[src/rtl/mnist_frame_ctrl.sv]
// MNIST frame controller: receives SYNC-delimited pixel frames from UART RX, feeds the core,
// and replies with class and latency. Define FRAME_CHKSUM_EN to add an XOR checksum byte.
module mnist_frame_ctrl #(
  parameter int         PIXELS      = 784,
  parameter logic [7:0] SYNC_BYTE   = 8'hA5,
  parameter int         RES_W       = 32,
  parameter int         CLK_FREQ    = 50_000_000,
  parameter int         UART_BPS    = 115200,
  parameter int         TIMEOUT_CYC = 5_000_000
) (
  input  logic             sys_clk,
  input  logic             sys_rst_n,
  input  logic [7:0]       rx_data,
  input  logic             rx_valid,
  output logic [7:0]       pix_data,
  output logic             pix_valid,
  input  logic [RES_W-1:0] res_in,
  input  logic             res_valid,
  output logic [7:0]       tx_data,
  output logic             tx_flag,
  output logic [3:0]       display_num,
  output logic             frame_err,
  output logic [7:0]       err_cnt
);

`ifdef FRAME_CHKSUM_EN
  localparam bit CHK_EN = 1'b1;
`else
  localparam bit CHK_EN = 1'b0;
`endif

  localparam int GAP    = (CLK_FREQ / UART_BPS) * 11;
  localparam int NBYTES = CHK_EN ? 7 : 6;
  localparam int PIX_W  = (PIXELS > 1) ? $clog2(PIXELS) : 1;
  localparam int TO_W   = $clog2(TIMEOUT_CYC + 1);
  localparam int GAP_W  = (GAP > 1) ? $clog2(GAP) : 1;

  localparam logic [PIX_W-1:0] LAST_PIX   = PIX_W'(PIXELS - 1);
  localparam logic [TO_W-1:0]  TO_MAX     = TO_W'(TIMEOUT_CYC);
  localparam logic [GAP_W-1:0] GAP_RELOAD = GAP_W'(GAP - 1);
  localparam logic [2:0]       NBYTES_L   = 3'(NBYTES);

  typedef enum logic [2:0] {S_IDLE, S_PIX, S_CHK, S_WAIT_RES, S_REPLY} state_t;

  state_t           state_q, state_d;
  logic [PIX_W-1:0] pix_cnt_q, pix_cnt_d;
  logic [TO_W-1:0]  gap_q, gap_d;
  logic [31:0]      lat_q, lat_d, res_lat_q, res_lat_d;
  logic             lat_run_q, lat_run_d;
  logic [7:0]       rx_xor_q, rx_xor_d, tx_xor_q, tx_xor_d;
  logic             good_q, good_d;
  logic [3:0]       cls_q, cls_d, disp_q, disp_d;
  logic [7:0]       err_q, err_d;
  logic [GAP_W-1:0] tmr_q, tmr_d;
  logic [2:0]       idx_q, idx_d;
  logic [7:0]       pix_data_q, pix_data_d, tx_data_q, tx_data_d;
  logic             pix_valid_q, pix_valid_d, tx_flag_q, tx_flag_d;
  logic             frame_err_q, frame_err_d;
  logic             err_event;
  logic [7:0]       reply_byte;
  logic             unused_res;

  // Only the class nibble of the core result is consumed.
  assign unused_res = ^res_in;

  always_comb begin
    case (idx_q)
      3'd0:    reply_byte = SYNC_BYTE;
      3'd1:    reply_byte = good_q ? {4'h0, cls_q} : 8'hEE;
      3'd2:    reply_byte = res_lat_q[31:24];
      3'd3:    reply_byte = res_lat_q[23:16];
      3'd4:    reply_byte = res_lat_q[15:8];
      3'd5:    reply_byte = res_lat_q[7:0];
      default: reply_byte = tx_xor_q;
    endcase
  end

  always_comb begin
    // NOTE: every signal written here gets a default first so no path can infer a latch.
    state_d     = state_q;
    pix_cnt_d   = pix_cnt_q;
    gap_d       = gap_q;
    lat_d       = lat_q;
    lat_run_d   = lat_run_q;
    res_lat_d   = res_lat_q;
    rx_xor_d    = rx_xor_q;
    tx_xor_d    = tx_xor_q;
    good_d      = good_q;
    cls_d       = cls_q;
    disp_d      = disp_q;
    err_d       = err_q;
    tmr_d       = tmr_q;
    idx_d       = idx_q;
    pix_data_d  = pix_data_q;
    tx_data_d   = tx_data_q;
    pix_valid_d = 1'b0;
    tx_flag_d   = 1'b0;
    frame_err_d = 1'b0;
    err_event   = 1'b0;

    if (lat_run_q && (lat_q != '1)) lat_d = lat_q + 1'b1;

    case (state_q)
      S_IDLE: begin
        if (rx_valid && (rx_data == SYNC_BYTE)) begin
          state_d   = S_PIX;
          pix_cnt_d = '0;
          gap_d     = '0;
          rx_xor_d  = '0;
          good_d    = 1'b1;
        end
      end
      S_PIX: begin
        if (rx_valid) begin
          gap_d       = '0;
          pix_data_d  = rx_data;
          pix_valid_d = 1'b1;
          rx_xor_d    = rx_xor_q ^ rx_data;
          if (pix_cnt_q == '0) begin
            lat_d     = '0;
            lat_run_d = 1'b1;
          end
          if (pix_cnt_q == LAST_PIX) begin
            state_d   = CHK_EN ? S_CHK : S_WAIT_RES;
            pix_cnt_d = '0;
          end else begin
            pix_cnt_d = pix_cnt_q + 1'b1;
          end
        end else if (gap_q == TO_MAX) begin
          err_event = 1'b1;
          lat_run_d = 1'b0;
          state_d   = S_IDLE;
        end else begin
          gap_d = gap_q + 1'b1;
        end
      end
      S_CHK: begin
        if (!CHK_EN) begin
          state_d = S_IDLE;
        end else if (rx_valid) begin
          if (rx_data != rx_xor_q) begin
            err_event = 1'b1;
            good_d    = 1'b0;
          end
          state_d = S_WAIT_RES;
        end else if (gap_q == TO_MAX) begin
          err_event = 1'b1;
          lat_run_d = 1'b0;
          state_d   = S_IDLE;
        end else begin
          gap_d = gap_q + 1'b1;
        end
      end
      S_WAIT_RES: begin
        if (res_valid) begin
          cls_d     = res_in[3:0];
          res_lat_d = lat_q;
          lat_run_d = 1'b0;
          if (good_q) disp_d = res_in[3:0];
          tmr_d    = '0;
          idx_d    = '0;
          tx_xor_d = '0;
          state_d  = S_REPLY;
        end
      end
      S_REPLY: begin
        if (tmr_q != '0) begin
          tmr_d = tmr_q - 1'b1;
        end else if (idx_q == NBYTES_L) begin
          state_d = S_IDLE;
        end else begin
          tx_data_d = reply_byte;
          tx_flag_d = 1'b1;
          tx_xor_d  = tx_xor_q ^ reply_byte;
          idx_d     = idx_q + 1'b1;
          tmr_d     = GAP_RELOAD;
        end
      end
      default: state_d = S_IDLE;
    endcase

    if (err_event) begin
      frame_err_d = 1'b1;
      if (err_q != 8'hFF) err_d = err_q + 1'b1;
    end
  end

  // NOTE: sequential state uses non-blocking assignments only, so every register samples pre-edge values.
  always_ff @(posedge sys_clk or negedge sys_rst_n) begin
    if (!sys_rst_n) begin
      state_q     <= S_IDLE;
      pix_cnt_q   <= '0;
      gap_q       <= '0;
      lat_q       <= '0;
      lat_run_q   <= 1'b0;
      res_lat_q   <= '0;
      rx_xor_q    <= '0;
      tx_xor_q    <= '0;
      good_q      <= 1'b0;
      cls_q       <= '0;
      disp_q      <= '0;
      err_q       <= '0;
      tmr_q       <= '0;
      idx_q       <= '0;
      pix_data_q  <= '0;
      tx_data_q   <= '0;
      pix_valid_q <= 1'b0;
      tx_flag_q   <= 1'b0;
      frame_err_q <= 1'b0;
    end else begin
      state_q     <= state_d;
      pix_cnt_q   <= pix_cnt_d;
      gap_q       <= gap_d;
      lat_q       <= lat_d;
      lat_run_q   <= lat_run_d;
      res_lat_q   <= res_lat_d;
      rx_xor_q    <= rx_xor_d;
      tx_xor_q    <= tx_xor_d;
      good_q      <= good_d;
      cls_q       <= cls_d;
      disp_q      <= disp_d;
      err_q       <= err_d;
      tmr_q       <= tmr_d;
      idx_q       <= idx_d;
      pix_data_q  <= pix_data_d;
      tx_data_q   <= tx_data_d;
      pix_valid_q <= pix_valid_d;
      tx_flag_q   <= tx_flag_d;
      frame_err_q <= frame_err_d;
    end
  end

  assign pix_data    = pix_data_q;
  assign pix_valid   = pix_valid_q;
  assign tx_data     = tx_data_q;
  assign tx_flag     = tx_flag_q;
  assign display_num = disp_q;
  assign frame_err   = frame_err_q;
  assign err_cnt     = err_q;

endmodule
[config.mk]
export PLATFORM = sky130hd
export DESIGN_NAME = mnist_frame_ctrl
export DESIGN_NICKNAME = d
export VERILOG_FILES = /design/src/rtl/mnist_frame_ctrl.sv
export SDC_FILE = /design/constraint.sdc
export NUM_CORES = 1
export LEC_CHECK = 0
export ABC_AREA = 0
export CORE_MARGIN = 1.5
export CORE_UTILIZATION = 45
export DETAILED_ROUTE_END_ITERATION = 6
export DONT_BUFFER_PORTS = 1
export GPL_TIMING_DRIVEN = 0
export PLACE_DENSITY = 0.6
export SYNTH_ARGS = -nofsm -noshare
export SYNTH_HDL_FRONTEND = slang
export SYNTH_SLANG_ARGS = --single-unit
[constraint.sdc]
create_clock -name sys_clk -period 3.1 [get_ports sys_clk]
set_input_delay 0.93 -clock sys_clk [delete_from_list [all_inputs] [get_ports sys_clk]]
set_output_delay 0.93 -clock sys_clk [all_outputs]
set_load 0.01 [all_outputs]
==> flow_summary.ini <==
[cts]
cts_sinks = 161
cts_tree = built
clockRootBuffer = clkbuf_16
insertion_delay_ns = 0.42
cts_setup_buffers = 0
cts_buffers = 17
clock_path_buffers = 2
path_clk_slew_ns = 0.07
postCtsResizedCells = 0
ctsHtreeMaxLevel = 4
holdBufCountCts = 0

[worst_setup_path]
r2r.worst_path.cells = 9
critPathCaptureType = flop
critical_path.cell_chain = inv_1 > ha_1 > buf_2 > or3_4 > or2_2 > clkbuf_1 > a31oi_1 > a21oi_1 > a31o_2
critPathKind = flop to flop
cp_num_cells = 9
cp.required_ns = 3.41
worstPathMaxFanout = 12
arrival_ns = 3.16
start_kind = flop
critical_path_buf_inv_count = 3
critical-path-slowest-cell = dfrtp_1
max_stage_delay_ns = 0.58
path_delay_family = simple AND/OR/NAND/NOR gates

[logic_synthesis]
synth_seq_area_share_pct = 48.3
synth_top_area_cell = dfrtp_1
ys_types = 78
yosys-top-cells-count = nand2_1 (162), dfrtp_1 (161), o21ai_0 (51), a21oi_1 (49), nor2_1 (47)
ys_ff_latch = 161
syn_nets = 949
synthArstFlopShare_pct = 100
synth.most_common_cell = nand2_1
synth_area_per_cell_um2 = 9.36
synth_edf_count = 0
postSynthCellCount = 892
synth_area_leaders = dfrtp_1 (48%), nand2_1 (7.3%), o21ai_0 (3.1%), a21oi_1 (2.9%), mux2_2 (2.7%)
syn_area_um2 = 8350
yosysWarnings = 0
synth_top_flop_cell = dfrtp_1
synth_top_area_share_pct = 48.3

[floorplan]
coreArea_um2 = 18100
start_util_pct = 46.2
num_rows = 49
die_area_um2 = 19400
io_pins = 75
die_w_um = 139
fp.dieH_um = 139

[routing]
avgRoutedWirePerCell_um = 17.1
drc = 6
viasPerCell = 5.73
vias = 6598
wl_um = 19700
drt-initial-drc-count = 419
dr.pass1.iters = 7
ant_nets = 0

[pwr]
vdd_ir_drop_max_uv = 456
power.total_mw = 6.51
power_density_nw_per_um2 = 702
p_leak_nw = 4.01

[timing]
period_share_pct = 91.8
skew_ns = 0.00953
rsz0062_at_grt = false
period_minus_slack_ns = 2.84
tightest_slew_ns = 0.888
slew_headroom_pct = 40.3
finalSetupViolCount = 0
layout_setup_ws_ns = 0.255
fmax_mhz = 352
tns_ns = 0
hold_viol = 0
slew_viol_final = 0

[placed_design]
place_ws_ns = 0.0645
portBuffers = 0
dpl-instance-area_um2 = 8630
routabilityCongestion = 0.837
dp_hpwl_um = 13600

[global_routing]
grt_max_degree = 162
gr-usage-all-layers_pct = 21.5
grt_pass1_wl_um = 33500
grt_overflow = 0
antenna_found_initial = 0
grt_pass1_vias = 6490

[min_path]
min_path_type = primary input to asynchronous set/reset pin

[final_layout]
area_growth_pct = 11.0
fin_area_um2 = 9270
fillCellCount = 1692
nets = 967
insertedDiodeCount = 0
drive_above_1_share_pct = 10.3
final_util_pct = 51.2

[outcome]
violations = design-rule violations
status = finished with violations

[job]
maxCapViolations = 0
[layout make-up]
type | instances | area, um^2 | area share, %
flip-flops and latches | 161 | 4030 | 43.5
multi-input cells | 657 | 3990 | 43.1
clock buffers | 19 | 453 | 4.89
well taps | 229 | 287 | 3.09
plain buffers | 44 | 214 | 2.31
clock inverters | 13 | 183 | 1.97
inverters | 29 | 109 | 1.17
[sequential cells by signal, summed over array words and instances, names as in the netlist]
| register | flops |
|---|---|
| cls_q | 4 |
| display_num | 4 |
| err_cnt | 8 |
| frame_err | 1 |
| gap_q | 23 |
| good_q | 1 |
| idx_q | 3 |
| lat_q | 32 |
| lat_run_q | 1 |
| pix_cnt_q | 10 |
| pix_data | 8 |
| pix_valid | 1 |
| res_lat_q | 32 |
| state_q | 3 |
| tmr_q | 13 |
| tx_data | 8 |
| tx_flag | 1 |
| tx_xor_q | 8 |
[where the power goes]
part / internal, mW / switching [mW]
combinational: 0.592 / 0.792
sequential: 2.44 / 0.418
clock: 1.39 / 0.870
[layout by cell type (no fill, tap or decap), drive strengths merged, types with 13 or more instances in the layout]
master	count
nand2	163
dfrtp	161
o21ai	52
a21oi	49
nor2	49
nand3	45
clkbuf	40
inv	31
nand4	23
buf	23
xnor2	21
or3	21
mux2	21
o31ai	18
or4	15
nor3	15
ha	13
[cells by family after synthesis]
| logic type | Yosys count | synth area share, % |
|---|---|---|
| AO/OA/AOI/OAI | 193 | 15.2 |
| XOR/XNOR | 25 | 2.62 |
| adder cells (fa/ha/maj) | 13 | 1.95 |
| buffers and inverters | 74 | 3.91 |
| flip-flops | 161 | 48.3 |
| multiplexers | 24 | 3.19 |
| AND/OR/NAND/NOR | 402 | 24.8 |
[through the flow]
stage,hold WS [ns],instances
after floorplan,0.438,892
after global placement,0.461,1121
after detailed placement,0.466,1121
after CTS,0.183,1153
after global routing,0.177,1152
final,0.196,1152
[worst paths after layout]
check	from	to	slack, ns
min	sys_rst_n	tmr_q[3]	0.20
max reg2reg	idx_q[2]	tx_xor_q[2]	0.26
max	idx_q[2]	tx_xor_q[2]	0.26
min in group sys_clk	res_lat_q[5]	res_lat_q[5]	0.48
max in group asynchronous	sys_rst_n	lat_q[25]	2.67
min reg2reg	res_lat_q[5]	res_lat_q[5]	0.48
[metal layers]
| metal | vias up | global-route usage (%) | share of wire [%] |
|---|---|---|---|
| li1 | 3257 | - | - |
| met1 | 3208 | 30.4 | 50 |
| met2 | 115 | 34.2 | 46 |
| met3 | 18 | 3.94 | 3.0 |
| met4 | 0 | 5.26 | 1.2 |
| met5 | - | 0 | 0 |
(Power assumes the default switching activity.)
